==> src/rtl/display_decoder_if.sv <==
// Display bus seen by the decoder: the multiplexed DIG/SEG lines coming in,
// and the reconstructed digit data going out.
//   DIG[3:0]      digit select, active-low (asynchronous source)
//   SEG[6:0]      segments a..g, active-low (asynchronous source)
//   VALUE[15:0]   decoded digits, nibble i = digit i
//   DIGIT_OK[3:0] last sample of digit i was a legal hex pattern
//   BLANK[3:0]    last sample of digit i had all segments off
//   FRAME_VALID   one-cycle pulse when all four digits have been sampled
//   STALE         no sample for TIMEOUT_CYCLES cycles
// master = the side driving the display lines, slave = the decoder.
interface display_decoder_if;
   logic [3:0]  DIG;
   logic [6:0]  SEG;
   logic [15:0] VALUE;
   logic [3:0]  DIGIT_OK;
   logic [3:0]  BLANK;
   logic        FRAME_VALID;
   logic        STALE;

   modport master (output DIG, SEG,
                   input  VALUE, DIGIT_OK, BLANK, FRAME_VALID, STALE);
   modport slave  (input  DIG, SEG,
                   output VALUE, DIGIT_OK, BLANK, FRAME_VALID, STALE);
endinterface

==> src/rtl/display_decoder.sv <==
// Reconstructs the hex value shown on a multiplexed 4-digit 7-segment display.
// The DIG/SEG pair is double-synchronized, must stay unchanged for
// SETTLE_CYCLES observations before it is committed to the digit it selects,
// and is then held until the pair changes again.
//   CLOCK_50MHZ  system clock, rising edge
//   RESET        synchronous, active-high
//   bus          display_decoder_if.slave (DIG/SEG in, decoded data out)
module display_decoder #(
   parameter int SETTLE_CYCLES  = 4,
   parameter int TIMEOUT_CYCLES = 500000
) (
   input  logic               CLOCK_50MHZ,
   input  logic               RESET,
   display_decoder_if.slave   bus
);
   localparam int CW = (SETTLE_CYCLES > 1) ? $clog2(SETTLE_CYCLES) : 1;
   localparam int TW = $clog2(TIMEOUT_CYCLES + 1);
   localparam logic [10:0] IDLE_PAIR = 11'h7FF;

   typedef enum logic [1:0] {IDLE, SETTLING, SAMPLED} state_t;

   // Pairs are packed as {DIG, SEG}.
   logic [10:0]   sync1, sync2, s_prev;
   state_t        state;
   logic [CW-1:0] cnt;
   logic [TW-1:0] tcnt;
   logic [3:0]    seen;
   logic [15:0]   value_r;
   logic [3:0]    ok_r, blank_r;
   logic          frame_r, stale_r;

   logic [2:0]    zeros;
   logic [1:0]    idx;
   logic          legal, changed, restart, active, commit;
   logic [CW-1:0] next_cnt;
   logic          hex_ok;
   logic [3:0]    hex_val;
   logic [3:0]    seen_n;

   always_comb begin
      zeros = '0;
      idx   = '0;
      for (int i = 0; i < 4; i++) begin
         if (!sync2[7+i]) begin
            zeros = zeros + 3'd1;
            idx   = 2'(i);
         end
      end
      legal   = (zeros == 3'd1);
      changed = (sync2 != s_prev);
      // Any change, or leaving IDLE, starts a fresh settle run at count 0.
      // A held pair in SAMPLED is never resampled.
      restart  = (state == IDLE) || changed;
      active   = legal && !(state == SAMPLED && !changed);
      next_cnt = restart ? '0 : cnt + 1'b1;
      commit   = active && (next_cnt == CW'(SETTLE_CYCLES - 1));
      seen_n   = seen | (4'b0001 << idx);
   end

   always_comb begin
      hex_ok  = 1'b1;
      hex_val = 4'h0;
      case (sync2[6:0])
         7'b1000000: hex_val = 4'h0;
         7'b1111001: hex_val = 4'h1;
         7'b0100100: hex_val = 4'h2;
         7'b0110000: hex_val = 4'h3;
         7'b0011001: hex_val = 4'h4;
         7'b0010010: hex_val = 4'h5;
         7'b0000010: hex_val = 4'h6;
         7'b1111000: hex_val = 4'h7;
         7'b0000000: hex_val = 4'h8;
         7'b0010000: hex_val = 4'h9;
         7'b0001000: hex_val = 4'hA;
         7'b0000011: hex_val = 4'hB;
         7'b1000110: hex_val = 4'hC;
         7'b0100001: hex_val = 4'hD;
         7'b0000110: hex_val = 4'hE;
         7'b0001110: hex_val = 4'hF;
         default:    hex_ok  = 1'b0;
      endcase
   end

   always_ff @(posedge CLOCK_50MHZ) begin
      if (RESET) begin
         sync1   <= IDLE_PAIR;
         sync2   <= IDLE_PAIR;
         s_prev  <= IDLE_PAIR;
         state   <= IDLE;
         cnt     <= '0;
         tcnt    <= '0;
         seen    <= '0;
         value_r <= '0;
         ok_r    <= '0;
         blank_r <= '0;
         frame_r <= 1'b0;
         stale_r <= 1'b0;
      end else begin
         sync1   <= {bus.DIG, bus.SEG};
         sync2   <= sync1;
         s_prev  <= sync2;
         frame_r <= 1'b0;

         if (!legal) begin
            state <= IDLE;
            cnt   <= '0;
         end else if (commit) begin
            state <= SAMPLED;
            cnt   <= '0;
         end else if (active) begin
            state <= SETTLING;
            cnt   <= next_cnt;
         end

         if (commit) begin
            if (hex_ok) value_r[idx*4 +: 4] <= hex_val;
            ok_r[idx]    <= hex_ok;
            blank_r[idx] <= (sync2[6:0] == 7'h7F);
            if (&seen_n) begin
               frame_r <= 1'b1;
               seen    <= '0;
            end else begin
               seen    <= seen_n;
            end
            tcnt    <= '0;
            stale_r <= 1'b0;
         end else begin
            if (tcnt != TW'(TIMEOUT_CYCLES)) tcnt <= tcnt + 1'b1;
            if (tcnt >= TW'(TIMEOUT_CYCLES - 1)) stale_r <= 1'b1;
         end
      end
   end

   assign bus.VALUE       = value_r;
   assign bus.DIGIT_OK    = ok_r;
   assign bus.BLANK       = blank_r;
   assign bus.FRAME_VALID = frame_r;
   assign bus.STALE       = stale_r;
endmodule

==> src/flat_wrapper.sv <==
// flat-port wrapper written by rule: the top's interface ports become plain ports
module display_decoder_flat 
#(
   parameter int SETTLE_CYCLES  = 4,
   parameter int TIMEOUT_CYCLES = 500000
)
  (CLOCK_50MHZ, RESET, bus_DIG, bus_SEG, bus_VALUE, bus_DIGIT_OK, bus_BLANK, bus_FRAME_VALID, bus_STALE);
  display_decoder_if bus_i ();
  input  logic CLOCK_50MHZ;
  input  logic RESET;
  input wire logic [$bits(bus_i.DIG)-1:0] bus_DIG;
  input wire logic [$bits(bus_i.SEG)-1:0] bus_SEG;
  output wire logic [$bits(bus_i.VALUE)-1:0] bus_VALUE;
  output wire logic [$bits(bus_i.DIGIT_OK)-1:0] bus_DIGIT_OK;
  output wire logic [$bits(bus_i.BLANK)-1:0] bus_BLANK;
  output wire logic [$bits(bus_i.FRAME_VALID)-1:0] bus_FRAME_VALID;
  output wire logic [$bits(bus_i.STALE)-1:0] bus_STALE;
  assign bus_i.DIG = bus_DIG;
  assign bus_i.SEG = bus_SEG;
  assign bus_VALUE = bus_i.VALUE;
  assign bus_DIGIT_OK = bus_i.DIGIT_OK;
  assign bus_BLANK = bus_i.BLANK;
  assign bus_FRAME_VALID = bus_i.FRAME_VALID;
  assign bus_STALE = bus_i.STALE;
  display_decoder #(.SETTLE_CYCLES(SETTLE_CYCLES), .TIMEOUT_CYCLES(TIMEOUT_CYCLES)) u_core (.CLOCK_50MHZ(CLOCK_50MHZ), .RESET(RESET), .bus(bus_i));
endmodule
==> config.mk <==
export PLATFORM = sky130hd
export DESIGN_NAME = display_decoder_flat
export DESIGN_NICKNAME = d
export VERILOG_FILES = /design/src/rtl/display_decoder_if.sv /design/src/rtl/display_decoder.sv /design/src/flat_wrapper.sv
export SDC_FILE = /design/constraint.sdc
export NUM_CORES = 1
export LEC_CHECK = 0
export ABC_AREA = 1
export CORE_UTILIZATION = 35
export CTS_CLUSTER_DIAMETER = 200
export DETAILED_ROUTE_END_ITERATION = 10
export PLACE_DENSITY = 0.55
export SLEW_MARGIN = 10
export SYNTH_ARGS = -nofsm -noshare
export SYNTH_HDL_FRONTEND = slang
export SYNTH_SLANG_ARGS = --single-unit
==> constraint.sdc <==
create_clock -name CLOCK_50MHZ -period 2.4 [get_ports CLOCK_50MHZ]
set_input_delay 0.48 -clock CLOCK_50MHZ [delete_from_list [all_inputs] [get_ports CLOCK_50MHZ]]
set_output_delay 0.48 -clock CLOCK_50MHZ [all_outputs]
set_load 0.05 [all_outputs]
# After elaboration in Yosys (flattened, before gate mapping)
# Index checks and enable logic that the tools add are counted.
# totals
reg_bits	86
in_bits	13
out_inout_bits	26
elab_cells	85
# classes
add_sub_neg	6
magnitude_cmp	3
eq_ne	21
n_shift	3
muxes	19
bitwise	3
reduce_logical	17
# op_table
op	count
$pmux W4 S15	1
$eq A7 B7 Y1 const B	5
$neg A4 Y34	1
$shift A4 B34 Y16 const A	1
$shiftx A4 B34 Y16	1
$eq A7 B5 Y1 const B	3
$eq A7 B6 Y1 const B	3
$add A19 B1 Y19 const B	1
$ge A19 B19 Y1 const B	1
$ne A19 B19 Y1 const B	1
$bwmux W16	1
$reduce_or A16 Y1	1
$eq A7 B2 Y1 const B	2
$eq A7 B4 Y1 const B	2
$ne A11 B11 Y1	1
$mux W2	5
$mux W3	3
$bwmux W4	2
$eq A7 B3 Y1 const B	1
$logic_not A7 Y1	1
$add A3 B1 Y3 const B	2
$reduce_or A2 Y1	3
$mux W1	5
$eq A2 B2 Y1 const B	2
18 further kinds	23

# Longest topological paths before layout
# depth
word_depth	12
mapped_depth	18
mapped_depth_nobuf	17

# Least setup slack after synthesis
# No wires, ideal clock.
# synth_path
path_type	reg-to-reg
start	reg u_core.sync2[8]
end	reg u_core.seen[0]
setup_ns	0.117
t_arrival_ns	2.316
t_required_ns	2.283
setup_slack_ns	-0.033
path_stages_with_launch	18
n_path_buf	1
period_less_slack_ns	2.433
path_cell_list	dfxtp_1 > inv_1 > ha_1 > inv_1 > nand2_1 > nand2_1 > inv_2 > ha_1 > or2_1 > nor2_1 > a21oi_1 > nor2_4 > nand2_2 > inv_4 > buf_6 > nand4_1 > nand2_1 > a21oi_1
# synth_via
elab_chain_cells	8
word_cells_on_any_way	22
classes_between	add/sub: 2; eq/ne: 3; shift: 1; mux: 8; bitwise: 1; reduce/logical: 7
# synth_rtl
item	line	text
from (decl)	display_decoder.sv:23	logic [10:0] sync1, sync2, s_prev;
from (signal assigned)	display_decoder.sv:100	sync2 <= sync1;
$mux W3	display_decoder.sv:44	if (!sync2[7+i]) begin
$add A3 B1 Y3	display_decoder.sv:45	zeros = zeros + 3'd1;
$mux W3	display_decoder.sv:44	
$add A3 B1 Y3	display_decoder.sv:45	
$mux W3	display_decoder.sv:44	
$eq A3 B1 Y1	display_decoder.sv:49	legal = (zeros == 3'd1);
$logic_and A1 B1 Y1	display_decoder.sv:54	active = legal && !(state == SAMPLED && !changed);
$logic_and A1 B1 Y1	display_decoder.sv:56	commit = active && (next_cnt == CW'(SETTLE_CYCLES - 1));
to (signal assigned)	display_decoder.sv:123	seen <= seen_n;
to (decl)	display_decoder.sv:27	logic [3:0] seen;
# Parallel ways exist; a longest one is shown, timed or not.
# A chain may end at the register's enable or synchronous reset.

# Final worst setup path
# layout_path
start	reg u_core.sync2[7]
end	reg u_core.tcnt[12]
# layout_via
elab_chain_cells	11
word_cells_on_any_way	18
classes_between	add/sub: 3; eq/ne: 3; mux: 5; reduce/logical: 7
# layout_rtl
item	line	text
$mux W1	display_decoder.sv:44	
$add A1 B1 Y2	display_decoder.sv:45	
$mux W3	display_decoder.sv:44	
$add A3 B1 Y3	display_decoder.sv:45	
$mux W3	display_decoder.sv:44	
$add A3 B1 Y3	display_decoder.sv:45	
$mux W3	display_decoder.sv:44	
$eq A3 B1 Y1	display_decoder.sv:49	
$logic_and A1 B1 Y1	display_decoder.sv:54	
$logic_and A1 B1 Y1 (*)	display_decoder.sv:56	
$reduce_or A2 Y1 (no source line) (*)	-	
to (signal assigned)	display_decoder.sv:128	if (tcnt != TW'(TIMEOUT_CYCLES)) tcnt <= tcnt + 1'b1;
to (decl)	display_decoder.sv:26	logic [TW-1:0] tcnt;
# Mark *: on every way between the ends. The rest lies on a longest branch, timed or not.

==> impl_results.md <==
* DR pass1 iterations at 5
* # setup viols final at 0
* Pwr Total at between 3 and 4 mW
* Leakage at between 2 and 2.5 nW
* RSZ-0062 raised after global routing: true
* Critical path arrival at 2540 ps
* Max VDD drop at 0.528 mV
* Compound-Gate Fraction of Synth Area at between 6 and 7%
* Antenna Cells at 0
* Detail Route Antenna Nets at 0
* Ports at 39
* Die width at between 100 and 150 um
* Row Count at 38
* Number of global-route vias before repair at 3323
* Clock transition at the registers of the reported paths at 70 ps
* WP buf/inv at 4
* Async SR Flop Fraction at 0%
* Routed length per instance at between 10 and 15 um
* Cells after Synth at 545
* Tot GR Track Use at around 17%
* Total congestion overflow at 0
* Vias per cell at roughly 4.7
* Core ar. at approximately 0.011 mm^2
* Most frequent cells in the layout: nand2_1 (131), dfxtp_1 (83), inv_1 (57)
* Synth Warn # at 0
* Outcome: finished clean
* Slew HR at 57.1%
* Worst Setup Start Kind: flip-flop
* CP delay by family, top: simple AND/OR/NAND/NOR gates
* Multiplexer area fraction after synthesis at 0%
* H-tree Lvls at 3
* PwrDens at roughly 600 mW/mm^2
* Routed wl met3 at just over 400 um
* Metal2 WL at about 4400 um
* Synth Area in XOR/XNOR at between 2 and 2.5%
* Largest net degree at the start of global routing at 23
* Clock tree buffer depth at 2
* Final Hold Vio Count at 0
* Syn_area_per_cell at ~7.4 um^2
* Hold Path Class: flip-flop to flip-flop
* Min Tclk post-route at about 2300 ps
* Distinct cell type count after synthesis at 40
* Fin nets at around 630
* Fmax at between 400 and 500 MHz
* Share of cells above drive strength 1 at a little over a fifth
* TritonCTS buffer count at 9
* Slowest cell on crit path: dfxtp_2
* Critical-path maximum fanout at 10
* First-pass GRT wire length at roughly 15000 um
* Worst Skew at 6.89 ps
* Crit-path cells: buf_4, ha_2, o21a_1, inv_2, ha_4, or2_1, nor2_2, a21oi_2, nor2_4, nand2_4, inv_4, nand2_4, nand2_4, buf_12, nor3_1
* Drt drc at 0
* Slew @ Worst Pin at between 600 and 700 ps
* Max incr delay on CP at between 300 and 400 ps
* Most used cell, CP: nand2_4
* Die height at 109 um
* Worst EP required at approximately 2600 ps
* EDFF count, synth at 0
* Synthesized Nets at 563
* Initial antenna violation count at 0
* Routed wire length at slightly above 9000 um
* Routed vias at about 3600
* Main combinational cell family by area after synthesis: simple AND/OR/NAND/NOR gates
* Seq cells post-synth at 86
* Post-Syn Area at 0.00403 mm^2
* Adder and majority gate portion of the synthesized area at under 10%
* Number of buffers added on ports at 38
* Seq/Total Area, Yosys at about 43%
* Die ar. at 0.0119 mm^2
* Simple-Gate Fraction of Synth Area at a little under two fifths
* Clk root buf: clkbuf_16
* Clock sink count at 86
* Uppermost layer routed: met4
* Layout Area Growth over Synthesis at 29.1%
* Worst hold slack at around 400 ps
* Skew-Pair Late Insertion Delay at 350 ps
* CTS tree: built
* CP Class: flip-flop to flip-flop
* Pins over their slew limit at 0
* Initial core utilization at a little over a third
* Routability cong. at ~0.80
* Metal-1 WL at 4140 um
* Commonest non-fill, non-tap cell in the layout: nand2_1
* Crit end category: flip-flop
* Fin crit share at approximately 96%
* Max Cap Violations at 0
* First DRT Iteration DRCs at between 150 and 200
* Prevailing post-synth register cell: dfxtp_1
* Detailed placer's ending HPWL at 6580 um
-- where the power goes --
group,total (mW),switching [mW],internal [mW]
clock,1.36,0.634,0.725
combinational,0.297,0.158,0.139
sequential,1.48,0.0219,1.46
total,3.13,0.814,2.32
-- repair_timing --
item / CTS / global route
setup endpoints to repair: 41 / 51
gates cloned: 1 / 2
hold buffers: 0 / 0
setup buffers: 6 / 2
gates resized for setup: 8 / 28
pin swaps: 3 / 17
-- cell type report --
| cell class | count | area, um^2 |
|---|---|---|
| Sequential cell | 86 | 1730 |
| Timing Repair Buffer | 68 | 688 |
| Timing Repair inverter | 1 | 6.26 |
| Clock inverter | 7 | 60.1 |
| Tap cell | 140 | 175 |
| Clock buffer | 9 | 225 |
| Inverter | 69 | 264 |
| Fill cell | 1105 | 5830 |
| Multi-Input combinational cell | 375 | 2060 |
-- kinds of logic (layout without fill, tap and decap cells) --
| kind of cell | count (synthesis) | in the layout |
|---|---|---|
| DFF | 86 | 86 |
| xor gates and xnor gates | 11 | 11 |
| and+or+nand+nor | 309 | 309 |
| adders and majority gates | 5 | 5 |
| buffers and inverters | 84 | 154 |
| AOI/OAI and AO/OA | 50 | 50 |
-- flip-flops by register name (all words and copies together), names as in the netlist --
register	count
u_core.bus.BLANK	4
u_core.bus.DIGIT_OK	4
u_core.bus.FRAME_VALID	1
u_core.bus.STALE	1
u_core.bus.VALUE	16
u_core.cnt	2
u_core.s_prev	11
u_core.seen	4
u_core.state	2
u_core.sync1	11
u_core.sync2	11
u_core.tcnt	19
-- cells in the mapped netlist, types with 2 or more instances --
master      n  share of area [%]
or2_2      25                3.9
xor2_1      4               0.87
nor2_1     58                5.4
buf_4       3               0.56
nor2_4      2               0.56
inv_1      61                5.7
nand4_4     2                1.1
clkbuf_1    5               0.47
nor4_1      3               0.47
nand2_1   140                 13
nor2_2      2               0.31
nand3_4     4                1.7
nand4_1    26                4.0
a21oi_1    37                4.6
a21oi_2     2               0.43
nor3_1     11                1.4
nor3_2      3               0.75
nand2_2     2               0.31
o21ai_0     4               0.50
dfxtp_1    86                 43
nand4_2     2               0.62
buf_2       5               0.62
inv_2       7               0.65
ha_1        5                1.6
nor3b_2     2               0.62
xnor2_1     7                1.5
nand3_1    24                3.0
-- layer usage --
metal / up-vias / global-route usage, %
met3: 17 / 6.05
met1: 1624 / 19.1
met4: 0 / 6.48
li1: 1877 / -
met2: 66 / 28.1
met5: - / 0
-- per-stage QoR --
stage,cell area [um^2],util [%],TNS [ps],setup slack [ps],cells
after floorplan,4040,-,0,22.7,545
after global placement,4680,42.5,0,3.43,728
after detailed placement,4680,42.5,-793,-61.9,728
after CTS,5070,46.0,0,4.62,751
after global routing,5200,47.2,-827,-52.8,755
final,5200,47.2,0,84.4,755
-- worst paths after layout --
| kind | start | end | slack [ps] | cells after the start |
|---|---|---|---|---|
| max | u_core.sync2[7] | u_core.tcnt[12] | 80 | 15 |
| min | u_core.sync1[3] | u_core.sync2[3] | 410 | 1 |
| max reg2reg | u_core.sync2[7] | u_core.tcnt[12] | 80 | 15 |
| min reg2reg | u_core.sync1[3] | u_core.sync2[3] | 410 | 1 |
Power figures use the tool's default switching activity.
==> RTL edit: new RTL, same settings <==
`TIMEOUT_CYCLES` is set to 500000 in 2 places; all go to 2000000.
--- a/src/rtl/display_decoder.sv
+++ b/src/rtl/display_decoder.sv
@@ -8,5 +8,5 @@
 module display_decoder #(
    parameter int SETTLE_CYCLES  = 4,
-   parameter int TIMEOUT_CYCLES = 500000
+   parameter int TIMEOUT_CYCLES = 2000000
 ) (
    input  logic               CLOCK_50MHZ,
--- a/src/flat_wrapper.sv
+++ b/src/flat_wrapper.sv
@@ -3,5 +3,5 @@
 #(
    parameter int SETTLE_CYCLES  = 4,
-   parameter int TIMEOUT_CYCLES = 500000
+   parameter int TIMEOUT_CYCLES = 2000000
 )
   (CLOCK_50MHZ, RESET, bus_DIG, bus_SEG, bus_VALUE, bus_DIGIT_OK, bus_BLANK, bus_FRAME_VALID, bus_STALE);
Behaviour: no difference found for any inputs over 10 cycles, from zero or initial values and one cycle with RESET high; that may be too few to reach the edited logic, so the function may still have changed.
==> RTL edit against the unedited design <==
The flow now finishes with violations (setup timing); cell count is 3.7% higher; clock skew is essentially flat; total power up 2.3%; synthesized cell count up 3.7%; area after synthesis rose by 3.9%; combinational power is 12% lower; clock power up 5%; design area up 2.9%; via count rose by 2.7%; wire length increased by 10%; fmax fell by 5.7%; worst setup slack lost 140 ps; sequential cell count increased by 2; critical path type unchanged.
==> RTL edit: results (changes against the unedited design) <==
Worst Hold Class=flip-flop to flip-flop; FF-to-FF Start=u_core.sync2[8]; Worst setup SP type=flip-flop; Yosys cell types=41 (+2.5%); Setup Skew=6.93 ps (+0.0330 ps); maximum root-to-sink buffer count=2 (unchanged); Worst path max stage delay=380 ps (+60 ps); gr usage total=16.9% (+0.24 points); placed cells=752 (+3.3%); diodes inserted=0 (unchanged); Synth area leaders=dfxtp_1, nand2_1, nor2_1; H-tree levels=3 (unchanged); final-stage net count=653 (+4.0%); via count=3,681 (+2.7%); Worst setup endpoint=u_core.tcnt[16]; WL per Instance=12.9 µm (+6.2%); TritonCTS Buffers=9 (unchanged); post-DP HPWL=7.06 mm (+7.3%); post-route setup slack=-54.5 ps (-139 ps); worst skew pair latency=340 ps; vias in the first global route=3,547 (+6.7%); register area share after synthesis=42.1% (-0.64 points); Top reg by flops=u_core.tcnt; Fillers=1,156 (+4.6%); relative slew slack=64.9% (+7.8 points); P_leak=2.42 nW (+7.4%); Post-Synthesis Mean Instance Area=7.41 µm² (+0.20%); Clk pin slew, worst setup/hold paths=70 ps (about the same); hold-critical path depth=1 (unchanged); Crit Path Max Fanout=6 (-4); yosys warns=0 (unchanged); syn_nets=583 (+3.6%); Setup-failing EPs final=34 (+34); pin count of the biggest net entering global routing=29 (+26%); IO Port Bufs=38 (unchanged); Storage cell area=1770 µm² (+2.4%); layout cells sized above 1=20.6% (-0.68 points); gpl congestion=0.821 (+2.7%); antenna violations before repair=0 (unchanged); DP Worst Slack=-95.3 ps (-33.4 ps); most common flop cell mapped by yosys=dfxtp_1; DR iter-0 viols=159 (-18%); top post-synthesis cells by count=nand2_1, dfxtp_1, nor2_1; final setup TNS=-1060 ps (-1060 ps); Layout Cells excl Fill=783 (+3.7%); failing checks=setup timing; cell family with most CP delay=simple AND/OR/NAND/NOR gates; Max IR drop VDD=345 µV (-35%); Placed Instance Area=4850 µm² (+3.4%); Worst R2R Path Depth=18 (+3); slowest CP cell=dfxtp_4; max-cap viol count=0 (unchanged); first-pass GRT wire length=16.6 mm (+9.9%); max FFs per register=21 (+2); WP data arrival=2690 ps (+150 ps); ys async rst share=0% (unchanged); status=finished, violations left
[RTL edit: timing repair]
item	in CTS	in global routing
setup endpoints to repair	49	53
hold endpoints to repair	0	0
gates resized for setup	4	13
setup buffers	5	5
pin swaps	10	5
gates cloned	1	4
[RTL edit: worst min path at each step]
| stage | endpoint | slack (ps) | startpoint |
|---|---|---|---|
| after floorplan | u_core.sync2[8] | 390 | u_core.sync1[8] |
| after CTS | u_core.sync2[0] | 410 | u_core.sync1[0] |
| final | u_core.sync2[1] | 410 | u_core.sync1[1] |
| after detailed placement | u_core.sync2[4] | 400 | u_core.sync1[4] |
| after global routing | u_core.sync2[0] | 420 | u_core.sync1[0] |
| after global placement | u_core.sync2[1] | 390 | u_core.sync1[1] |
[RTL edit: cell type report]
| class | count | share of cell area, % |
|---|---|---|
| Inverter | 73 | 5.21 |
| Sequential cell | 88 | 33.0 |
| Timing Repair Buffer | 68 | 12.2 |
| Multi-Input combinational cell | 395 | 40.5 |
| Clock inverter | 6 | 1.26 |
| Clock buffer | 10 | 4.46 |
| Tap cell | 143 | 3.34 |
[RTL edit: cells by family after synthesis]
kind of cell,count (synthesis),share of synthesized area (%)
AOI/OAI and AO/OA,40,5.41
xor gates and xnor gates,16,3.35
adders and majority gates,5,1.49
buffers and inverters,85,8.73
DFF,88,42.1
and+or+nand+nor,331,38.9
[RTL edit: where the power goes]
part           internal (mW)  total (mW)  leakage (nW)  switching (mW)
clock network          0.838        1.43         0.145           0.594
logic                  0.118       0.262          1.56           0.145
registers               1.49        1.51         0.716          0.0226
total                   2.44        3.21          2.42           0.762
[RTL edit: routing by layer]
layer	vias to the layer above	part of all wire (%)	GRT usage, %
met1	1687	47	20.1
met2	60	46	28.3
met3	12	4.5	5.12
met5	-	0	0
met4	0	1.8	7.12
li1	1922	-	-
